$ cat config.mk
export PLATFORM = sky130hd
export DESIGN_NAME = matrix_packet_parser
export DESIGN_NICKNAME = d
export VERILOG_FILES = /design/src/rtl/matrix_pkg.sv /design/src/rtl/bit_deserializer.sv /design/src/rtl/matrix_packet_parser.sv
export SDC_FILE = /design/constraint.sdc
export NUM_CORES = 1
export LEC_CHECK = 0
export BUFFER_PORTS_ARGS = -buffer_cell sky130_fd_sc_hd__clkbuf_2
export CAP_MARGIN = 20
export CORE_MARGIN = 2
export CORE_UTILIZATION = 50
export DETAILED_ROUTE_END_ITERATION = 6
export GPL_ROUTABILITY_DRIVEN = 0
export GPL_TIMING_DRIVEN = 0
export MAX_ROUTING_LAYER = met4
export PLACE_DENSITY = 0.72
export SLEW_MARGIN = 20
export SYNTH_ARGS = -nofsm -noshare
export SYNTH_HDL_FRONTEND = slang
export SYNTH_SLANG_ARGS = --single-unit
$ cat constraint.sdc
create_clock -name eth_refclk -period 2.18 [get_ports eth_refclk]
set_input_delay 0.109 -clock eth_refclk [delete_from_list [all_inputs] [get_ports eth_refclk]]
set_output_delay 0.109 -clock eth_refclk [all_outputs]
set_load 0.05 [all_outputs]
$ cat src/rtl/matrix_pkg.sv
// Shared definitions for the serial matrix packet parser: FSM states, header layout
// and default sizing.
package matrix_pkg;

  localparam int HDR_W       = 16;
  localparam int DEF_ELEM_W  = 8;
  localparam int DEF_MAX_DIM = 32;

  localparam int HDR_FIELD_W = 5;
  localparam int HDR_M_LSB   = 11;
  localparam int HDR_K_LSB   = 6;
  localparam int HDR_N_LSB   = 1;
  localparam int HDR_RSV_BIT = 0;

  typedef enum logic [2:0] {
    ST_IDLE,
    ST_HEADER,
    ST_LOAD_A,
    ST_LOAD_B,
    ST_DRAIN
  } state_e;

  function automatic logic [HDR_FIELD_W-1:0] hdr_field(input logic [HDR_W-1:0] hdr,
                                                       input int lsb);
    return hdr[lsb +: HDR_FIELD_W];
  endfunction

endpackage

$ cat src/rtl/bit_deserializer.sv
// MSB-first serial-to-parallel converter; word holds the last completed value and
// word_valid pulses the cycle after the WIDTH-th bit is sampled.
module bit_deserializer #(
  parameter int WIDTH = 8
) (
  input  logic             clk,
  input  logic             rst,
  input  logic             flush,
  input  logic             bit_valid,
  input  logic             bit_in,
  output logic [WIDTH-1:0] word,
  output logic             word_valid
);

  localparam int CNT_W = (WIDTH > 1) ? $clog2(WIDTH) : 1;

  logic [CNT_W-1:0] cnt_q;
  logic [WIDTH-1:0] shift_q;
  logic [WIDTH-1:0] shift_d;
  logic [WIDTH-1:0] word_q;
  logic             word_valid_q;
  logic             last_bit;

  assign shift_d  = (shift_q << 1) | WIDTH'(bit_in);
  assign last_bit = (cnt_q == CNT_W'(WIDTH - 1));

  always_ff @(posedge clk) begin
    if (rst) begin
      cnt_q        <= '0;
      shift_q      <= '0;
      word_q       <= '0;
      word_valid_q <= 1'b0;
    end else begin
      word_valid_q <= 1'b0;
      if (flush) begin
        // Drop any partial word; the last completed word stays visible.
        cnt_q   <= '0;
        shift_q <= '0;
      end else if (bit_valid) begin
        shift_q <= shift_d;
        if (last_bit) begin
          cnt_q        <= '0;
          word_q       <= shift_d;
          word_valid_q <= 1'b1;
        end else begin
          cnt_q <= cnt_q + CNT_W'(1);
        end
      end
    end
  end

  assign word       = word_q;
  assign word_valid = word_valid_q;

endmodule

$ cat src/rtl/matrix_packet_parser.sv
// Parses a serial packet (16-bit header, A row-major, B column-major) into
// indexed element writes for a downstream matrix loader.
module matrix_packet_parser
  import matrix_pkg::*;
#(
  parameter int  ELEM_W  = DEF_ELEM_W,
  parameter int  MAX_DIM = DEF_MAX_DIM,
  localparam int DIM_W   = $clog2(MAX_DIM)
) (
  input  logic              eth_refclk,
  input  logic              rst,
  input  logic              axiiv,
  input  logic              axiid,
  output logic              hdr_valid,
  output logic [DIM_W:0]    dim_m,
  output logic [DIM_W:0]    dim_k,
  output logic [DIM_W:0]    dim_n,
  output logic              elem_valid,
  output logic [ELEM_W-1:0] elem_data,
  output logic              elem_mat,
  output logic [DIM_W-1:0]  elem_row,
  output logic [DIM_W-1:0]  elem_col,
  output logic              pkt_done,
  output logic              pkt_err
);

  localparam logic [DIM_W:0]   ONE  = (DIM_W+1)'(1);
  localparam logic [DIM_W-1:0] IONE = DIM_W'(1);

  state_e              state_q, state_d;
  logic [DIM_W-1:0]    row_q, row_d, col_q, col_d;
  logic [DIM_W-1:0]    hold_row_q, hold_col_q;
  logic                hold_mat_q;
  logic [DIM_W:0]      dm_q, dk_q, dn_q;
  logic [DIM_W:0]      hm, hk, hn;

  logic [HDR_W-1:0]    hdr_word;
  logic                hdr_wv;
  logic [ELEM_W-1:0]   elem_word;
  logic                elem_wv;

  logic hdr_bit_en, elem_bit_en, hdr_ok, abort;
  logic last_a, last_b, b_final;
  logic pkt_done_d, pkt_err_d;

  assign hm = (DIM_W+1)'(hdr_field(hdr_word, HDR_M_LSB)) + ONE;
  assign hk = (DIM_W+1)'(hdr_field(hdr_word, HDR_K_LSB)) + ONE;
  assign hn = (DIM_W+1)'(hdr_field(hdr_word, HDR_N_LSB)) + ONE;

  assign hdr_ok  = (state_q == ST_HEADER) && hdr_wv && axiiv && !hdr_word[HDR_RSV_BIT];
  assign last_a  = ({1'b0, row_q} == dm_q - ONE) && ({1'b0, col_q} == dk_q - ONE);
  assign last_b  = ({1'b0, row_q} == dk_q - ONE) && ({1'b0, col_q} == dn_q - ONE);
  assign b_final = (state_q == ST_LOAD_B) && elem_wv && last_b;

  // The first element bit shares its cycle with the header completion pulse.
  assign hdr_bit_en  = axiiv && ((state_q == ST_IDLE) || ((state_q == ST_HEADER) && !hdr_wv));
  assign elem_bit_en = axiiv && !b_final &&
                       ((state_q == ST_LOAD_A) || (state_q == ST_LOAD_B) || hdr_ok);

  bit_deserializer #(.WIDTH(HDR_W)) u_hdr_deser (
    .clk        (eth_refclk),
    .rst        (rst),
    .flush      (abort),
    .bit_valid  (hdr_bit_en),
    .bit_in     (axiid),
    .word       (hdr_word),
    .word_valid (hdr_wv)
  );

  bit_deserializer #(.WIDTH(ELEM_W)) u_elem_deser (
    .clk        (eth_refclk),
    .rst        (rst),
    .flush      (abort),
    .bit_valid  (elem_bit_en),
    .bit_in     (axiid),
    .word       (elem_word),
    .word_valid (elem_wv)
  );

  always_comb begin
    state_d    = state_q;
    row_d      = row_q;
    col_d      = col_q;
    pkt_done_d = 1'b0;
    pkt_err_d  = 1'b0;
    abort      = 1'b0;
    case (state_q)
      ST_IDLE: begin
        if (axiiv) state_d = ST_HEADER;
      end
      ST_HEADER: begin
        if (hdr_ok) begin
          state_d = ST_LOAD_A;
          row_d   = '0;
          col_d   = '0;
        end else if (hdr_wv || !axiiv) begin
          pkt_err_d = 1'b1;
          abort     = 1'b1;
          state_d   = axiiv ? ST_DRAIN : ST_IDLE;
        end
      end
      ST_LOAD_A: begin
        if (elem_wv) begin
          if (last_a) begin
            state_d = ST_LOAD_B;
            row_d   = '0;
            col_d   = '0;
          end else if ({1'b0, col_q} == dk_q - ONE) begin
            col_d = '0;
            row_d = row_q + IONE;
          end else begin
            col_d = col_q + IONE;
          end
        end
        if (!axiiv) begin
          pkt_err_d = 1'b1;
          abort     = 1'b1;
          state_d   = ST_IDLE;
        end
      end
      ST_LOAD_B: begin
        if (b_final) begin
          // A complete packet wins over axiiv falling in the same cycle.
          pkt_done_d = 1'b1;
          state_d    = ST_DRAIN;
          row_d      = '0;
          col_d      = '0;
        end else begin
          if (elem_wv) begin
            if ({1'b0, row_q} == dk_q - ONE) begin
              row_d = '0;
              col_d = col_q + IONE;
            end else begin
              row_d = row_q + IONE;
            end
          end
          if (!axiiv) begin
            pkt_err_d = 1'b1;
            abort     = 1'b1;
            state_d   = ST_IDLE;
          end
        end
      end
      ST_DRAIN: begin
        if (!axiiv) state_d = ST_IDLE;
      end
      default: state_d = ST_IDLE;
    endcase
  end

  always_ff @(posedge eth_refclk) begin
    if (rst) begin
      state_q    <= ST_IDLE;
      row_q      <= '0;
      col_q      <= '0;
      hold_row_q <= '0;
      hold_col_q <= '0;
      hold_mat_q <= 1'b0;
      dm_q       <= '0;
      dk_q       <= '0;
      dn_q       <= '0;
    end else begin
      state_q <= state_d;
      row_q   <= row_d;
      col_q   <= col_d;
      if (elem_wv) begin
        hold_row_q <= row_q;
        hold_col_q <= col_q;
        hold_mat_q <= (state_q == ST_LOAD_B);
      end
      if (hdr_ok) begin
        dm_q <= hm;
        dk_q <= hk;
        dn_q <= hn;
      end
    end
  end

  // Outputs show the live value in the pulse cycle and the captured copy afterwards.
  assign hdr_valid  = hdr_ok && !rst;
  assign dim_m      = hdr_valid ? hm : dm_q;
  assign dim_k      = hdr_valid ? hk : dk_q;
  assign dim_n      = hdr_valid ? hn : dn_q;
  assign elem_valid = elem_wv && !rst;
  assign elem_data  = elem_word;
  assign elem_mat   = elem_wv ? (state_q == ST_LOAD_B) : hold_mat_q;
  assign elem_row   = elem_wv ? row_q : hold_row_q;
  assign elem_col   = elem_wv ? col_q : hold_col_q;
  assign pkt_done   = pkt_done_d && !rst;
  assign pkt_err    = pkt_err_d && !rst;

endmodule

==> results.py <==
metrics = {
    "outcome": {
        "status": "finished, violations left",
        "violations": "negative setup slack",
    },
    "clock_tree": {
        "cts_buffers": 9,
        "clk_latency_ns": 0.38,
        "cts.reportedPaths.clkPinSlew_ns": 0.10,
        "cts_tree": "built",
        "max-clock-path-buffers": 2,
        "cts_sinks": 97,
        "cts-root-buf": "clkbuf_8",
        "cts-htree-levels": 3,
    },
    "global_routing": {
        "grt_pass1_wl_um": 23000,
        "overflow": 0,
        "grt_pass1_vias": 4706,
        "antenna_found_initial": 0,
        "grtUsageTotal_pct": 28.8,
        "grt_max_degree": 18,
    },
    "setup_path": {
        "r2r-end": "u_elem_deser.cnt_q[0]",
        "cp_data_required_time_ns": 2.07,
        "cp-end-kind": "output port",
        "critPathLaunchType": "register",
        "reg2regPathDepth": 8,
        "r2r_slack_ns": -0.32,
        "crit_path_max_fanout": 4,
        "cp.arrival_ns": 2.52,
        "r2r_start": "dn_q[0]",
        "path_class": "register to output port",
    },
    "floorplanning": {
        "initial_core_util_pct": 50.9,
        "pin_count": 45,
        "die-area_um2": 10700,
        "fp-row-count": 36,
        "die_y_um": 103,
        "fp.dieW_um": 103,
        "core_area_um2": 9680,
    },
    "detailed_routing": {
        "wl_per_cell_um": 19.2,
        "num_vias": 5261,
        "routed_wl_um": 16700,
        "drc": 0,
        "dr.pass1.iters": 5,
        "post_drt_via_cell_ratio": 6.07,
        "ant_nets": 0,
        "drt_iter0_drc": 374,
    },
    "timing": {
        "slew_viol_final": 0,
        "finalCritPeriodShare_pct": 121,
        "tightestPinTransition_ns": 0.760,
        "final-setup-viol-count": 58,
        "rsz0062_at_grt": "true",
        "hold_viol": 0,
        "slew_headroom_pct": 49.4,
        "fmax_mhz": 380,
        "setup_slack_ns": -0.448,
        "min_period_ns": 2.63,
        "finClkSkew_ns": 0.00880,
    },
    "final_layout": {
        "antenna_cells": 0,
        "area_delta_synth_final_pct": 46.6,
        "stdcell_area_um2": 7220,
        "nets": 744,
        "drive_above_1_share_pct": 38.3,
        "instances_no_fill": 867,
        "nFillCells": 596,
    },
    "synthesis": {
        "ys_seq_area_share_pct": 39.4,
        "synth_area_um2": 4930,
        "yosysMostFrequentCell": "nand2_1",
        "synthCells": 626,
        "async_flop_share_pct": 0,
        "syn-num-nets": 641,
        "synth_top_cell_by_area": "dfxtp_1",
        "synth_common_cells": "112 x nand2_1, 97 x dfxtp_1, 79 x a21oi_1, 38 x o21ai_0, 32 x clkbuf_1",
        "synth_cell_type_count": 52,
        "synth_flop_cell": "dfxtp_1",
        "synth_edf_count": 0,
        "avgSynthCellArea_um2": 7.87,
        "synth.ff_latch_count": 97,
        "synth_top_area_share_pct": 39.4,
        "synthTopCellsByArea": "dfxtp_1 39%, nand2_1 8.5%, a21oi_1 8.0%, o21ai_0 3.9%, xnor2_1 3.6%",
        "yosys_warnings": 0,
    },
    "run": {
        "maxCapViolCount": 0,
    },
    "hold_path": {
        "hp-class": "primary input to register",
        "min_from": "axiiv",
        "holdPathEnd": "state_q[0]",
        "whs_path_depth": 3,
    },
    "power": {
        "irDropWorstVdd_uv": 434,
        "p_leak_nw": 2.55,
        "total_power_mw": 3.41,
        "power_density_nw_per_um2": 472,
    },
    "place": {
        "dp_cells": 802,
        "place_area_um2": 5380,
        "place_ws_ns": -0.450,
        "port_buffers": 43,
        "dp_hpwl_um": 9170,
    },
}
worst max-delay path by stage:
| stage | from | endpoint | slack (ns) | depth (start not counted) |
|---|---|---|---|---|
| CTS | dn_q[0] | pkt_err | -0.47 | 8 |
| floorplan | state_q[0] | dim_k[0] | -0.36 | 6 |
| finish | dn_q[1] | pkt_done | -0.45 | 10 |
| global placement | dk_q[2] | pkt_err | -0.43 | 10 |
| detailed placement | dk_q[2] | pkt_err | -0.45 | 10 |
| global route | dn_q[1] | pkt_done | -0.56 | 10 |
flip-flops by register name, summed over array words and instances (netlist names), 4 cells and up:
signal                cells
col_q                     5
u_elem_deser.word         8
u_hdr_deser.shift_q      15
hold_col_q                5
dn_q                      6
hold_row_q                5
u_hdr_deser.cnt_q         4
u_elem_deser.shift_q      7
dm_q                      6
u_hdr_deser.word         16
row_q                     5
dk_q                      6
kinds of logic after synthesis:
group	Yosys count	share of synthesized area [%]
flops	97	39.4
buf+inv	61	5.08
xor+xnor	37	6.86
fa+ha+maj	11	2.79
mux	10	2.29
simple gates	244	24.0
compound gates	166	19.6
metal layers:
| layer | track usage (%) | share of wire, % |
|---|---|---|
| met1 | 34.4 | 39 |
| met2 | 46.7 | 49 |
| met3 | 5.38 | 6.7 |
| met4 | 14.7 | 5.2 |
| met5 | - | 0 |
cell type report:
cell class | instances | area (um2) | share of cell area, %
Multi-Input combinational cell | 468 | 3560 | 49.3
Sequential cell | 97 | 1960 | 27.2
Timing Repair Buffer | 99 | 962 | 13.3
Buffer | 38 | 264 | 3.66
Tap cell | 133 | 166 | 2.30
Clock buffer | 9 | 124 | 1.72
Clock inverter | 7 | 101 | 1.40
Inverter | 16 | 78.8 | 1.09
metrics by stage:
step                hold slack [ns]  util (%)  setup TNS, ns
finish                        0.139      74.6          -9.54
global route                  0.137      74.6         -12.96
CTS                          0.0975      66.3          -5.28
detailed placement            0.405      55.6         -13.01
global placement              0.403      55.6         -11.25
floorplan                     0.245         -          -2.78
cell usage in the layout, fill, tap and decap left out, types with 4 or more instances in the layout:
cell      instances
nand3_1          20
mux2_2           10
o21ai_0           8
nand3b_1          4
buf_4            34
nand4_1          13
inv_1            12
o21ai_1           8
dfxtp_1          86
nor2b_1          16
dfxtp_2           8
o21ai_4          11
a21oi_1          48
or3_4             4
o31ai_4           9
a211oi_1         10
xor2_1           14
nand2_2           6
nor3_4            5
a21oi_2          28
clkbuf_1         18
nand2_1         100
nand2b_1          5
buf_6            26
o31a_1            5
buf_8            20
nand2_4           6
or3_1             8
clkbuf_8          9
xnor2_1          17
ha_1             10
nor2_1           22
clkbuf_2         30
o211ai_1          7
o21ai_2          12
critical path: stages, from the launching register on:
cell and delay (ns):
dfxtp_2 0.35, inv_1 0.12, ha_1 0.20, nor2b_1 0.26, xnor2_1 0.15, o21ai_2 0.24, nand4_1 0.21, buf_4 0.21
buf_8 0.13, nor2_4 0.10, buf_8 0.16
power by group:
part / internal (mW) / switching (mW) / total, mW / leakage, nW
clock: 0.659 / 0.700 / 1.36 / 0.112
sequential: 1.78 / 0.0101 / 1.79 / 0.788
combinational: 0.100 / 0.157 / 0.257 / 1.65
repair_timing:
item                                    in CTS  in global routing
endpoints found under the hold margin        2                  0
buffers inserted                            25                 24
endpoints found under the setup margin      87                 88
pin swaps                                   37                 43
gates resized for setup                    158                176
hold buffers                                 1                  0
gates cloned                                 5                  3
Power figures use the tool's default switching activity.
